<file path="config.mk">
export PLATFORM = sky130hd
export DESIGN_NAME = counter_cmd_sequencer
export DESIGN_NICKNAME = d
export VERILOG_FILES = /design/src/rtl/counter_pkg.sv /design/src/rtl/sync_fifo.sv /design/src/rtl/counter_cmd_sequencer.sv
export SDC_FILE = /design/constraint.sdc
export NUM_CORES = 1
export LEC_CHECK = 0
export BUFFER_PORTS_ARGS = -buffer_cell sky130_fd_sc_hd__buf_2
export CORE_MARGIN = 2
export CORE_UTILIZATION = 52
export CTS_CLUSTER_SIZE = 12
export DETAILED_ROUTE_END_ITERATION = 8
export PLACE_DENSITY = 0.75
export SYNTH_ARGS = -nofsm -noshare
export SYNTH_HDL_FRONTEND = slang
export SYNTH_SLANG_ARGS = --single-unit
</file>
<file path="constraint.sdc">
create_clock -name C -period 3 [get_ports C]
set_clock_uncertainty 0.2 [all_clocks]
set_input_delay 0.45 -clock C [delete_from_list [all_inputs] [get_ports C]]
set_output_delay 0.45 -clock C [all_outputs]
set_load 0.02 [all_outputs]
</file>
<file path="src/rtl/counter_pkg.sv">
`default_nettype none
// ============================================================================
//  Module   : counter_pkg
//  Purpose  : Shared opcodes, FSM states, strobe bundle and helpers for the
//             counter command sequencer and its command FIFO.
//  Revision : 1.0 - initial release
// ============================================================================
package counter_pkg;

    localparam logic [2:0] OP_NOP  = 3'd0;
    localparam logic [2:0] OP_LOAD = 3'd1;
    localparam logic [2:0] OP_INC  = 3'd2;
    localparam logic [2:0] OP_DEC  = 3'd3;
    localparam logic [2:0] OP_SHL  = 3'd4;
    localparam logic [2:0] OP_SHR  = 3'd5;
    localparam logic [2:0] OP_CLR  = 3'd6;
    localparam logic [2:0] OP_WAIT = 3'd7;

    localparam int OP_W = 3;

    typedef enum logic [0:0] {
        ST_IDLE = 1'b0,
        ST_EXEC = 1'b1
    } state_t;

    // Counter control strobes; at most one field is ever set.
    typedef struct packed {
        logic clr;
        logic l;
        logic inc;
        logic dec;
        logic shl;
        logic shr;
    } strobe_t;

    // Packed FIFO entry width: {op, arg, rep}.
    function automatic int cmd_width(input int n, input int rw);
        return OP_W + n + rw;
    endfunction

    // Strobe pattern driven while an opcode executes.
    function automatic strobe_t op_strobes(input logic [2:0] op);
        strobe_t s;
        s = '0;
        case (op)
            OP_LOAD: s.l   = 1'b1;
            OP_INC:  s.inc = 1'b1;
            OP_DEC:  s.dec = 1'b1;
            OP_SHL:  s.shl = 1'b1;
            OP_SHR:  s.shr = 1'b1;
            OP_CLR:  s.clr = 1'b1;
            default: s = '0;
        endcase
        return s;
    endfunction

    // Opcodes that honour the repeat field; the rest always last one cycle.
    function automatic logic op_repeats(input logic [2:0] op);
        return (op == OP_INC) || (op == OP_DEC) || (op == OP_SHL) ||
               (op == OP_SHR) || (op == OP_WAIT);
    endfunction

endpackage
`default_nettype wire

</file>
<file path="src/rtl/sync_fifo.sv">
`default_nettype none
// ============================================================================
//  Module   : sync_fifo
//  Purpose  : Register-based synchronous FIFO with occupancy count.
//             Push when full and pop when empty are ignored.
//  Revision : 1.0 - initial release
// ============================================================================
module sync_fifo #(
    parameter int WIDTH = 8,
    parameter int DEPTH = 4
) (
    input  logic                         C,
    input  logic                         R,
    input  logic                         push,
    input  logic                         pop,
    input  logic [WIDTH-1:0]             din,
    output logic [WIDTH-1:0]             dout,
    output logic                         full,
    output logic                         empty,
    output logic [$clog2(DEPTH):0]       count
);

    localparam int AW = $clog2(DEPTH);

    logic [WIDTH-1:0] mem [DEPTH];
    logic [AW-1:0]    wr_ptr;
    logic [AW-1:0]    rd_ptr;
    logic [AW:0]      cnt;
    logic             do_push;
    logic             do_pop;

    assign do_push = push & ~full;
    assign do_pop  = pop & ~empty;

    // Pointer and occupancy bookkeeping; DEPTH is a power of two so the
    // pointers wrap naturally.
    always_ff @(posedge C) begin
        if (!R) begin
            wr_ptr <= '0;
            rd_ptr <= '0;
            cnt    <= '0;
        end else begin
            if (do_push) wr_ptr <= wr_ptr + AW'(1);
            if (do_pop)  rd_ptr <= rd_ptr + AW'(1);
            cnt <= cnt + (AW+1)'(do_push) - (AW+1)'(do_pop);
        end
    end

    // Storage array; contents need no reset because the pointers are flushed.
    always_ff @(posedge C) begin
        if (R && do_push) mem[wr_ptr] <= din;
    end

    assign dout  = mem[rd_ptr];
    assign full  = (cnt == (AW+1)'(DEPTH));
    assign empty = (cnt == '0);
    assign count = cnt;

endmodule
`default_nettype wire

</file>
<file path="src/rtl/counter_cmd_sequencer.sv">
`default_nettype none
// ============================================================================
//  Module   : counter_cmd_sequencer
//  Purpose  : Buffers counter opcodes in a FIFO and replays each one as
//             registered, mutually exclusive counter strobes plus data word D.
//  Revision : 1.0 - initial release
// ============================================================================
module counter_cmd_sequencer
    import counter_pkg::*;
#(
    parameter int N     = 4,
    parameter int DEPTH = 4,
    parameter int RW    = 4
) (
    input  logic          C,
    input  logic          R,
    input  logic          cmd_valid,
    output logic          cmd_ready,
    input  logic [2:0]    cmd_op,
    input  logic [N-1:0]  cmd_arg,
    input  logic [RW-1:0] cmd_rep,
    input  logic          hold,
    output logic [N-1:0]  D,
    output logic          CLR,
    output logic          L,
    output logic          INC,
    output logic          DEC,
    output logic          SHL,
    output logic          SHR,
    output logic          busy
);

    localparam int CW = cmd_width(N, RW);

    logic [CW-1:0]         fifo_din;
    logic [CW-1:0]         fifo_dout;
    logic                  fifo_full;
    logic                  fifo_empty;
    logic [$clog2(DEPTH):0] fifo_count;
    logic                  fifo_push;
    logic                  do_pop;

    logic [2:0]            head_op;
    logic [N-1:0]          head_arg;
    logic [RW-1:0]         head_rep;

    state_t                state;
    logic [2:0]            op_q;
    logic [RW-1:0]         rem_q;
    strobe_t               strb_q;

    assign fifo_din  = {cmd_op, cmd_arg, cmd_rep};
    assign fifo_push = cmd_valid;

    assign head_op  = fifo_dout[CW-1 -: OP_W];
    assign head_arg = fifo_dout[RW +: N];
    assign head_rep = fifo_dout[RW-1:0];

    // A new command is taken when idle or on the final cycle of the current
    // one, unless execution is frozen.
    assign do_pop = ~hold & ~fifo_empty &
                    ((state == ST_IDLE) || (rem_q == '0));

    sync_fifo #(
        .WIDTH (CW),
        .DEPTH (DEPTH)
    ) u_fifo (
        .C     (C),
        .R     (R),
        .push  (fifo_push),
        .pop   (do_pop),
        .din   (fifo_din),
        .dout  (fifo_dout),
        .full  (fifo_full),
        .empty (fifo_empty),
        .count (fifo_count)
    );

    // Sequencer FSM with registered strobes and data; the strobes for the
    // next cycle are decided at each edge so outputs never see inputs
    // combinationally.
    always_ff @(posedge C) begin
        if (!R) begin
            state  <= ST_IDLE;
            op_q   <= OP_NOP;
            rem_q  <= '0;
            strb_q <= '0;
            D      <= '0;
        end else if (hold) begin
            strb_q <= '0;
        end else if (do_pop) begin
            state  <= ST_EXEC;
            op_q   <= head_op;
            rem_q  <= op_repeats(head_op) ? head_rep : '0;
            strb_q <= op_strobes(head_op);
            D      <= head_arg;
        end else if (state == ST_EXEC) begin
            if (rem_q == '0) begin
                state  <= ST_IDLE;
                strb_q <= '0;
            end else begin
                rem_q  <= rem_q - RW'(1);
                strb_q <= op_strobes(op_q);
            end
        end
    end

    assign CLR = strb_q.clr;
    assign L   = strb_q.l;
    assign INC = strb_q.inc;
    assign DEC = strb_q.dec;
    assign SHL = strb_q.shl;
    assign SHR = strb_q.shr;

    assign cmd_ready = ~fifo_full;
    assign busy      = (state == ST_EXEC) | (fifo_count != '0);

endmodule
`default_nettype wire

</file>
Yosys cells after proc, flatten, opt, wreduce, memory -nomap -nowiden

Memories as Yosys holds them, arrays and structs flattened. A register that Yosys moved wholly into a read port is not among the register bits.
Cells that the tools add are included.

Muxes and demuxes: 26
Equal/unequal tests: 15
Reduce and logical (&&, ||, !) cells: 13
Bitwise logic cells: 10
Add/subtract/negate cells: 5

Operators by type and width:

| cell                  | count |
|---|---|
| $eq A3 B3 Y1 const B  | 8 |
| $mux W6               | 3 |
| $mux W1               | 17 |
| $mux W4               | 4 |
| $eq A3 B2 Y1 const B  | 4 |
| $eq A3 B1 Y1 const B  | 2 |
| $logic_or A1 B1 Y1    | 5 |
| $not A1 Y1            | 5 |
| $add A2 B1 Y2 const B | 2 |
| $and A1 B1 Y1         | 4 |
| $logic_not A4 Y1      | 1 |
| $mux W2               | 2 |
| $sub A4 B1 Y4 const B | 1 |
| $add A3 B1 Y3         | 1 |
| $logic_not A3 Y1      | 1 |
| $reduce_and A3 Y1     | 1 |
| $reduce_bool A3 Y1    | 1 |
| $sub A3 B1 Y3         | 1 |
| $ne A2 B1 Y1 const B  | 1 |
| $reduce_and A2 Y1     | 1 |
| $reduce_bool A2 Y1    | 1 |
| $reduce_or A2 Y1      | 1 |
| $logic_and A1 B1 Y1   | 1 |
| $or A1 B1 Y1          | 1 |

Memories kept: 1
RAM bits: 44
Input port bits: 15
Flip-flop bits (word level): 25

Memories:

| name       | depth | width | read ports | clocked after Yosys merged registers in | write ports | line            | text |
|---|---|---|---|---|---|---|---|
| u_fifo.mem | 4     | 11    | 1          | 1                                       | 1           | sync_fifo.sv:25 | `logic [WIDTH-1:0] mem [DEPTH];` |

Depth between registers and ports, before layout

Gate-level depths: netlist of run 1.

Depth after elaboration: 7
Depth in mapped cells: 12
Depth with buffers taken out: 11

Hierarchy

A second synthesis of run 1 with hierarchy kept.

Cells, all modules: 225
Area total of the unflattened synthesis: 3,021.6 sq um

Modules (own cells, without submodules):

| module                | area an instance (sq um) | cells an instance | times used | sequential area each (sq um) |
|---|---|---|---|---|
| sync_fifo             | 2,077.0                  | 108               | 1          | 1,501.4 |
| counter_cmd_sequencer | 944.7                    | 117               | 1          | 360.3 |

Worst setup path before layout of run 1

OpenSTA, ideal clock, no wires.

Kind: reg-to-reg
Start point: register rem_q[0]
End point: register u_fifo.cnt[2], in the netlist u_fifo.count[2]
Cell stages (with the launch flop): 13
Setup slack: 212 ps
Arrival: 2,473 ps
Library setup time: 115 ps
Path buffers: 1
Cells stage by stage: dfxtp_1 > inv_1 > ha_1 > nor3b_2 > o211ai_2 > inv_2 > clkbuf_1 > ha_1 > inv_1 > ha_1 > fa_1 > xnor2_1 > and2_1

Cells in the longest elaborated chain, start to end: 5

Ends and longest elaborated chain:

| what                     | line                         | text |
|---|---|---|
| start: declaration       | counter_cmd_sequencer.sv:49  | `logic [RW-1:0] rem_q;` |
| start signal: assignment | counter_cmd_sequencer.sv:94  | `rem_q <= op_repeats(head_op) ? head_rep : '0;` |
| start signal: assignment | counter_cmd_sequencer.sv:102 | `rem_q <= rem_q - RW'(1);` |
| $logic_not A4 Y1         | counter_cmd_sequencer.sv:62  | `((state == ST_IDLE) \|\| (rem_q == '0));` |
| $logic_or A1 B1 Y1       | counter_cmd_sequencer.sv:62  |  |
| $and A1 B1 Y1            | counter_cmd_sequencer.sv:61  | `assign do_pop = ~hold & ~fifo_empty &` |
| $and A1 B1 Y1            | sync_fifo.sv:33              | `assign do_pop = pop & ~empty;` |
| via u_fifo.do_pop        | sync_fifo.sv:30              | `logic do_pop;` |
| $sub A3 B1 Y3            | sync_fifo.sv:45              | `cnt <= cnt + (AW+1)'(do_push) - (AW+1)'(do_pop);` |
| end signal: assignment   | sync_fifo.sv:45              |  |
| end: declaration         | sync_fifo.sv:28              | `logic [AW:0] cnt;` |

The timed path passes the listed nets, and every way through them passes these cells.
A chain may end at the register's enable or synchronous reset.

Worst setup path in the final report of run 1

Start point: register rem_q[1]
End point: register u_fifo.cnt[2], in the netlist u_fifo.count[2]

Cells in the longest elaborated chain, start to end: 5

Ends and longest elaborated chain:

| what               | line |
|---|---|
| $logic_not A4 Y1   | counter_cmd_sequencer.sv:62 |
| $logic_or A1 B1 Y1 | counter_cmd_sequencer.sv:62 |
| $and A1 B1 Y1      | counter_cmd_sequencer.sv:61 |
| $and A1 B1 Y1      | sync_fifo.sv:33 |
| $sub A3 B1 Y3      | sync_fifo.sv:45 |

No other way between the ends.

==> metrics.cfg, run 1 <==
[clocking]
cts_resized=0
cts_buffer_depth=2
numCtsBuffers=9
hold_buffers=0
insertion_delay_ps=350
cts_tree=built
cts_root_buf=clkbuf_8
htreeDepth=3
postCtsSetupRepairBufs=0
clkSinkCount=71
clk_pin_slew_worst_paths_ps=90

[finish]
area_growth_pct=13.61
num_antenna_cells=0
layout.nets=268
drive_gt1_share_pct=25.60
postLayoutCoreUtil_pct=61.08
final.fill_count=425

[power_and_ir_drop]
pwr-share-clk_pct=25.3
p_int_w=0.001875
ir_drop_mv=0.4319
power.share.combinational_pct=29.7
swShare_pct=34.20
switchingPower_w=0.0009747
power_w=0.002850
power_leakage_nw=1.252
pwr-share-seq_pct=45.1
p_per_area_nw_per_um2=847.4

[logic_synthesis]
synth_edf_count=44
yosys.area.top_type=edfxtp_1
async_flop_share_pct=0
yosysTopAreaCellShare_pct=44.63
syn_inst=211
netlist_area_um2=2960
yosysMostFrequentCell=edfxtp_1
synth_ff_type=edfxtp_1
synthTopCellsByArea=edfxtp_1, dfxtp_1, mux4_2
syn_area_per_cell_um2=14.03
ys_ff_latch=71
syn-num-nets=234
yosys_warnings=0
synth_commonest_cells=edfxtp_1, dfxtp_1, nand2_1, inv_1, mux4_2
ys_types=45
synth-seq-area-share_pct=62.89

[route]
drtPass1Iterations=4
wl_met3_um=211
drc=0
vias_per_cell=5.385
wirelength_met1_mm=2.328
dr_wl_met2_mm=2.483
drt_iter0_drc=95
finalWirelength_mm=5.090
wl_per_cell_um=15.81
drtAntennaViolNets=0
routed-via-count=1734
topRoutingLayerUsed=met4

[global_routing]
antenna_found_initial=0
grt_max_degree=26
grt_use_total_pct=18.49
grt_pass1_vias=1747
grt_pass1_wl_mm=8.576
overflow=0

[worst_setup_path]
r2r-end=u_fifo.count[2]$_SDFF_PN0_
rrSetupSlack_ps=410
crit_path_end_kind=flop
worstReg2RegStart=rem_q[1]$_SDFFE_PN0P_
reg2reg_depth=11
worstSetupStartpointType=flop
crit_required_ps=3040
critical_path_arrival_ps=2640
worst-setup-path-type=flop to flop
crit_fanout=5

[floorplan]
core_area_um2=5507
ios=27
die_w_um=79.45
die-area_um2=6312
fp.dieH_um=79.45
num_rows=27
start_util_pct=53.76

[sta]
max_freq_ghz=0.3855
finalSetupTns_ps=0
tightest_slew_ps=591.2
finalHoldViolCount=0
setup_violations=0
finalMaxSlewViolations=0
min_period_over_period_pct=86.46
relSlewSlack_pct=60.59
layout_min_cycle_time_ps=2594
rsz0062_at_grt=no
holdWs_ps=112.1

[hold_path]
hold_path_end=u_fifo.mem[0][10]$_DFFE_PP_
hold_class=primary input to flop
min_from=cmd_op[2]
hold_depth=1

[placement]
portBuffers=26
hpwl_mm=3.391
routabilityCongestion=0.8114

[run]
drv_cap=0

[status]
status=complete, no violations

==> worst max-delay path: stages (launching register included) <==
cell	delay [ps]
dfxtp_1	390
inv_1	80
ha_1	240
nor3b_2	210
o211ai_2	190
inv_2	50
ha_1	260
inv_1	40
ha_1	180
fa_1	370
xnor2_1	130
and2_1	150
==> per-layer routing <==
metal  vias up  track usage, %
met2        37           29.66
met4         0           6.379
met3         7           6.335
li1        857               -
met1       833           23.54
met5         -               0
==> stage by stage <==
step,area (um2),setup slack [ps],cells
after floorplan,2960,212.0,211
after global placement,3177,530.4,306
after detailed placement,3177,458.5,306
after CTS,3363,420.1,322
after global routing,3363,277.3,322
final,3363,406.1,322
==> power by group through the flow <==
| stage | Clock (W) | Sequential [W] | Combinational (W) |
|---|---|---|---|
| 3_3_place_gp | 0 | 0.00130 | 0.000825 |
| 4_1_cts | 0.000740 | 0.00129 | 0.000855 |
| 3_5_place_dp | 0 | 0.00131 | 0.000844 |
| 6_report | 0.000720 | 0.00128 | 0.000846 |
| 2_1_floorplan | 0 | 0.00130 | 0.000634 |
| 5_1_grt | 0.000781 | 0.00131 | 0.000950 |
==> sequential cells by signal, indices dropped and copies added, names as in the netlist, 2 cells and up, named ones only <==
signal         count
u_fifo.mem        44
D                  4
rem_q              4
op_q               3
u_fifo.count       3
u_fifo.rd_ptr      2
u_fifo.wr_ptr      2
==> kinds of logic after synthesis <==
family / count (synthesis) / synth area share [%]
AND/OR/NAND/NOR: 58 / 10.99
XOR/XNOR: 6 / 1.775
multiplexers: 12 / 8.707
AO/OA/AOI/OAI: 37 / 9.341
buffers and inverters: 19 / 2.663
flip-flops: 71 / 62.89
adder cells (fa/ha/maj): 8 / 3.635
==> cell usage in the layout (no fill, tap or decap), drive strengths merged, types with 3 or more instances in the layout <==
| master | netlist | final |
|---|---|---|
| edfxtp | 44 | 44 |
| buf | 1 | 30 |
| dfxtp | 27 | 27 |
| nand2 | 19 | 19 |
| inv | 12 | 16 |
| mux4 | 11 | 11 |
| clkbuf | 6 | 9 |
| and2 | 8 | 8 |
| a21boi | 8 | 8 |
| o21ai | 8 | 8 |
| nor2 | 7 | 7 |
| ha | 7 | 7 |
| and3 | 5 | 5 |
| xnor2 | 5 | 5 |
| nand2b | 4 | 4 |
| nand3 | 3 | 3 |
| a21oi | 3 | 3 |
| clkinvlp | 0 | 3 |
| nor3 | 3 | 3 |
==> how the worst max path moves through the flow <==
stage | startpoint | cells after the start | end | slack [ps]
3_5_place_dp | rem_q[0]$_SDFFE_PN0P_ | 11 | u_fifo.count[2]$_SDFF_PN0_ | 460
3_3_place_gp | rem_q[0]$_SDFFE_PN0P_ | 11 | u_fifo.count[2]$_SDFF_PN0_ | 530
4_1_cts | rem_q[0]$_SDFFE_PN0P_ | 11 | u_fifo.count[2]$_SDFF_PN0_ | 420
5_1_grt | rem_q[0]$_SDFFE_PN0P_ | 11 | u_fifo.count[2]$_SDFF_PN0_ | 280
6_report | rem_q[1]$_SDFFE_PN0P_ | 11 | u_fifo.count[2]$_SDFF_PN0_ | 410
2_1_floorplan | rem_q[0]$_SDFFE_PN0P_ | 12 | u_fifo.count[2]$_SDFF_PN0_ | 210
==> cell type report <==
| cell class | instances | area [um2] | area share (%) |
|---|---|---|---|
| timing repair buffer | 30 | 160.2 | 4.762 |
| clock buffer | 9 | 123.9 | 3.683 |
| tap | 72 | 90.09 | 2.679 |
| sequential | 71 | 1862 | 55.36 |
| inverter | 12 | 45.04 | 1.339 |
| clock inverter | 7 | 62.56 | 1.860 |
| multi-input combinational | 121 | 1020 | 30.32 |
No activity file was read; power rests on OpenSTA's default activity.
==> inputs of run 2 (changes only) <==
Settings changed: CORE_MARGIN 2 to unset, CORE_UTILIZATION 52 to 30, PLACE_DENSITY 0.75 to 0.47.
==> metrics.cfg, run 2 (synthesis results as in run 1) <==
[floorplan]
ios=27  ; unchanged
fp.dieH_um=101.3  ; +28%
die_w_um=101.3  ; +28%
die-area_um2=10270  ; +63%
core_area_um2=9415  ; +71%
start_util_pct=31.44  ; -22 points
num_rows=35  ; +30%

[global_routing]
busiest_layer=met2
overflow=0  ; unchanged
antenna_found_initial=0  ; unchanged
grt_pass1_vias=1771  ; +1.4%
use_met1_pct=14.89  ; -8.7 points
grt_pass1_wl_mm=9.218  ; +7.5%
grt_use_met3_pct=4.003  ; -2.3 points
use_met2_pct=20.62  ; -9.0 points
grt_use_total_pct=12.37  ; -6.1 points
grt_max_degree=15  ; -42%

[finish]
postLayoutCoreUtil_pct=36.54  ; -25 points
instances_no_fill=379  ; +18%
num_antenna_cells=0  ; unchanged
largest_reg_flops=44  ; unchanged
regMostFlops=u_fifo.mem
reg.largest.list=u_fifo.mem (44), D (4), rem_q (4)
final.fill_count=943  ; +120%
final_cell_mix=edfxtp_1, dfxtp_1, buf_2
layout.nets=269  ; +0.37%
mostFrequentLayoutCell=edfxtp_1
stdcell_area_um2=3441  ; +2.3%
area_growth_pct=16.23
drive_gt1_share_pct=25.60  ; unchanged

[route]
routed-via-count=1730  ; -0.23%
drtAntennaViolNets=0  ; unchanged
drc=0  ; unchanged
drt_iter0_drc=55  ; -42%
finalWirelength_mm=5.574  ; +9.5%
wl_per_cell_um=14.71  ; -7.0%
vias_per_cell=4.565  ; -15%
drtPass1Iterations=4  ; unchanged

[placement]
routabilityCongestion=0.7156  ; -12%
dpl-instance-area_um2=3256  ; +2.5%
placed_cells=364  ; +19%
portBuffers=26  ; unchanged
hpwl_mm=3.762  ; +11%

[worst_setup_path]
crit_path_end_kind=flop
reg2reg_depth=11  ; unchanged
crit_fanout=5  ; unchanged
cp_common_cell=ha_1
worstSetupStartpoint=rem_q[0]$_SDFFE_PN0P_
path_cells=inv_1, ha_1, nor3b_2, o211ai_2, inv_2, ha_1, inv_1, ha_1, fa_1, xnor2_1, and2_1
worst-setup-path-type=flop to flop
r2r-end=u_fifo.count[2]$_SDFF_PN0_
worstReg2RegStart=rem_q[0]$_SDFFE_PN0P_
worstSetupStartpointType=flop
crit_required_ps=3040  ; about the same
cpPeakStageDelay_ps=370  ; -20 ps
crit_slowest_cell=fa_1
critical_path_arrival_ps=2580  ; -60 ps
rrSetupSlack_ps=460  ; +50 ps

[clocking]
cts_resized=0  ; unchanged
cts_tree=built
numCtsBuffers=9  ; unchanged
clk_pin_slew_worst_paths_ps=70  ; -20 ps
postCtsSetupRepairBufs=0  ; unchanged
cts_root_buf=clkbuf_8
htreeDepth=3  ; unchanged
hold_buffers=0  ; unchanged
cts_buffer_depth=2  ; unchanged
insertion_delay_ps=340  ; about the same
clkSinkCount=71  ; unchanged

[sta]
finalMaxSlewViolations=0  ; unchanged
setup_violations=0  ; unchanged
min_period_over_period_pct=84.66  ; -1.8 points
tightest_slew_ps=648.3  ; +57.12 ps
max_freq_ghz=0.3937  ; +2.1%
relSlewSlack_pct=56.78  ; -3.8 points
holdWs_ps=123.6  ; +11.45 ps
finalSetupTns_ps=0  ; unchanged
layout_min_cycle_time_ps=2540  ; -53.98 ps
finalHoldViolCount=0  ; unchanged
rsz0062_at_grt=no

[hold_path]
hold_path_end=u_fifo.mem[2][5]$_DFFE_PP_
hold_class=primary input to flop
hold_depth=1  ; unchanged
min_from=cmd_arg[1]

[status]
status=complete, no violations

[power_and_ir_drop]
power_leakage_nw=1.266  ; +1.1%
p_per_area_nw_per_um2=831.6  ; -1.9%
ir_drop_mv=0.2980  ; -31%

[run]
drv_cap=0  ; unchanged

## run 2: changes by cell type in the layout (fill, tap and decap cells not counted), sizes merged
cell      before  now
clkinv         0    3
bufinv         0    1
buf           30   31
clkinvlp       3    1
inv           16   13
## run 2: final cells by class
type                       instances  area (um2)  area share [%]
clock inverter                     6       61.31           1.782
timing repair buffer              31       167.7           4.873
tap                              129       161.4           4.691
inverter                          12       45.04           1.309
clock buffer                       9       123.9           3.600
sequential                        71        1862           54.11
multi-input combinational        121        1020           29.64
## run 2: power by group
group | total, W | internal (W) | switching, W
combinational | 0.000866 | 0.000386 | 0.000480
sequential | 0.00127 | 0.00117 | 0.0000971
clock | 0.000725 | 0.000378 | 0.000347
total | 0.00286 | 0.00194 | 0.000924
## run 2: metal layers
| layer | share of wire (%) | wire length, um |
|---|---|---|
| met5 | 0 | 0 |
| met3 | 3.1 | 175 |
| met4 | 1.4 | 76 |
| met2 | 48 | 2698 |
| met1 | 47 | 2625 |
## run 2: how the worst max path moves through the flow
stage	to	cells past startpoint
6_report	u_fifo.count[2]$_SDFF_PN0_	11
3_3_place_gp	u_fifo.count[2]$_SDFF_PN0_	11
2_1_floorplan	u_fifo.count[2]$_SDFF_PN0_	12
5_1_grt	u_fifo.count[2]$_SDFF_PN0_	11
4_1_cts	u_fifo.count[2]$_SDFF_PN0_	11
3_5_place_dp	u_fifo.count[2]$_SDFF_PN0_	11
## run 2: through the flow
step                worst slack, ps  total power, W
floorplan                     212.0        0.001935
global placement              512.9        0.002169
detailed placement            484.5        0.002171
CTS                           477.0        0.002901
global route                  324.1        0.003057
finish                        460.1        0.002861
## run 2: worst max-delay path, delay by kind of cell (launching register included)
family	cells	cell delay, ps
AO/OA/AOI/OAI	1	180
XOR/XNOR	1	130
adder cells (fa/ha/maj)	4	1060
buffers and inverters	3	170
flip-flops	1	360
AND/OR/NAND/NOR	2	340
==> inputs of run 3 (changes only) <==
Settings changed: PLACE_DENSITY 0.47 to 0.45.
Clock period 3 ns to 2.5 ns, I/O delays scaled along.
==> metrics.cfg, run 3 (synthesis results as in run 1) <==
[power_and_ir_drop]
p_per_area_nw_per_um2=1002  ; +20%
pwr-share-clk_pct=25.6  ; +0.3 points
pwr-share-seq_pct=42.8  ; -1.6 points
switchingPower_w=0.001237  ; +34%
p_int_w=0.002326  ; +20%
ir_drop_mv=0.3084  ; +3.5%
power_w=0.003563  ; +25%
power_leakage_nw=1.310  ; +3.5%
power.share.combinational_pct=31.6  ; +1.3 points
swShare_pct=34.71  ; +2.4 points

[route]
finalWirelength_mm=5.724  ; +2.7%
vias_per_cell=4.625  ; +1.3%
drt_iter0_drc=51  ; -7.3%
drc=0  ; unchanged
drtAntennaViolNets=0  ; unchanged
drtPass1Iterations=4  ; unchanged
routed-via-count=1790  ; +3.5%
wl_per_cell_um=14.79  ; +0.57%

[global_routing]
grt_use_met3_pct=5.314  ; +1.3 points
use_met1_pct=15.07  ; +0.18 points
overflow=0  ; unchanged
grt_use_total_pct=12.47  ; +0.10 points
use_met2_pct=20.30  ; -0.31 points
busiest_layer=met2
antenna_found_initial=0  ; unchanged
grt_max_degree=17  ; +2
grt_pass1_vias=1798  ; +1.5%
grt_pass1_wl_mm=9.183  ; -0.38%

[worst_setup_path]
cpPeakStageDelay_ps=360  ; about the same
crit_slowest_cell=dfxtp_2
worstSetupStartpoint=rem_q[1]$_SDFFE_PN0P_
crit_path_end_kind=flop
crit_fanout=5  ; unchanged
worstReg2RegStart=rem_q[1]$_SDFFE_PN0P_
critical_path_arrival_ps=2410  ; -170 ps
crit_required_ps=2550  ; -490 ps
worst-setup-path-type=flop to flop
path_cells=inv_2, ha_4, nor3b_4, o211ai_2, inv_2, ha_4, inv_2, ha_4, fa_2, xnor2_1, and2_1
worstSetupStartpointType=flop

[sta]
finalHoldViolCount=0  ; unchanged
tightest_slew_ps=538.4  ; -109.9 ps
max_freq_ghz=0.4238  ; +7.7%
finalSetupTns_ps=0  ; unchanged
setup_slack_ps=140.6  ; -319.4 ps
setup_violations=0  ; unchanged
layout_min_cycle_time_ps=2359  ; -180.6 ps
rsz0062_at_grt=no
holdWs_ps=26.67  ; -96.92 ps
min_period_over_period_pct=94.37  ; +9.7 points
finalMaxSlewViolations=0  ; unchanged
relSlewSlack_pct=64.03  ; +7.3 points

[placement]
preCtsSetupSlack_ps=143.7  ; -340.8 ps
hpwl_mm=3.819  ; +1.5%
portBuffers=26  ; unchanged
routabilityCongestion=0.7360  ; +2.9%

[run]
drv_cap=0  ; unchanged

[finish]
multiInputGateArea_um2=1066  ; +4.5%
num_antenna_cells=0  ; unchanged
area_growth_pct=20.16
seqCellArea_um2=1864  ; +0.13%
layout.nets=276  ; +2.6%
mostFrequentLayoutCell=edfxtp_1
largest_reg_flops=44  ; unchanged
postLayoutCoreUtil_pct=37.78  ; +1.2 points
final_cell_mix=edfxtp_1, buf_2, dfxtp_1
final.fill_count=914  ; -3.1%
reg.largest.list=u_fifo.mem (44), D (4), rem_q (4)
drive_gt1_share_pct=31.01  ; +5.4 points
regMostFlops=u_fifo.mem

[floorplan]
start_util_pct=31.44  ; unchanged
die_w_um=101.3  ; unchanged
num_rows=35  ; unchanged
core_area_um2=9415  ; unchanged
die-area_um2=10270  ; unchanged
ios=27  ; unchanged
fp.dieH_um=101.3  ; unchanged

[clocking]
clk_pin_slew_worst_paths_ps=100  ; +30 ps
cts_buffer_depth=2  ; unchanged
numCtsBuffers=9  ; unchanged
cts_root_buf=clkbuf_8
cts_tree=built
htreeDepth=3  ; unchanged
insertion_delay_ps=350  ; about the same
clkSinkCount=71  ; unchanged
postCtsSetupRepairBufs=0  ; unchanged

[hold_path]
min_from=cmd_arg[1]
hold_class=primary input to flop

[status]
status=complete, no violations

[run 3: cell count changes in the layout (fill, tap and decap cells not counted), moves of 2 or more]
cell | before | now
inv_6 | 1 | 3
ha_1 | 7 | 4
inv_1 | 11 | 8
dfxtp_2 | 0 | 2
clkinv_2 | 3 | 0
inv_2 | 1 | 4
buf_4 | 5 | 11
dfxtp_1 | 27 | 25
inv_8 | 0 | 2
ha_4 | 0 | 3
[run 3: per-stage QoR]
step                instance area, um2  std cells
floorplan                         3019        211
global placement                  3349        370
detailed placement                3349        370
CTS                               3547        386
global route                      3557        387
finish                            3557        387
[run 3: what timing repair did]
action,4_1_cts,5_1_grt
endpoints found under the hold margin,0,4
hold buffers,0,1
resized for setup,0,0
[run 3: power by group through the flow]
stage                     Combinational [W]  Sequential (W)  Clock [W]
after floorplan                    0.000828         0.00157          0
after global placement              0.00115         0.00155          0
after detailed placement            0.00114         0.00155          0
after CTS                           0.00115         0.00153   0.000952
after global routing                0.00127         0.00155    0.00100
final                               0.00113         0.00152   0.000913
[run 3: cell type report]
| type | instances | area share (%) |
|---|---|---|
| Timing Repair Buffer | 38 | 6.261 |
| Clock buffer | 9 | 3.482 |
| Multi-Input combinational cell | 121 | 29.97 |
| Inverter | 12 | 1.266 |
| Clock inverter | 7 | 2.075 |
| Tap cell | 129 | 4.537 |
| Sequential cell | 71 | 52.41 |
[run 3: final timing paths]
path / to / depth (start not counted) / slack [ps]
hold / removal: u_fifo.mem[1][5]$_DFFE_PP_ / 1 / 30
setup / recovery: u_fifo.count[2]$_SDFF_PN0_ / 11 / 140
setup reg to reg: u_fifo.count[2]$_SDFF_PN0_ / 11 / 140
hold reg to reg: D[3]$_SDFFE_PN0P_ / 2 / 260
[run 3: critical path, delay by kind of cell, from the launching register on]
kind | cells | cell delay, ps
AND/OR/NAND/NOR | 2 | 310
adder cells (fa/ha/maj) | 4 | 910
AO/OA/AOI/OAI | 1 | 200
XOR/XNOR | 1 | 120
flip-flops | 1 | 360
buffers and inverters | 3 | 150
[run 3: metal layers]
layer	up-vias	part of all wire, %
li1	874	-
met1	881	48
met2	29	48
met3	6	3.6
met4	0	0.93
met5	-	0
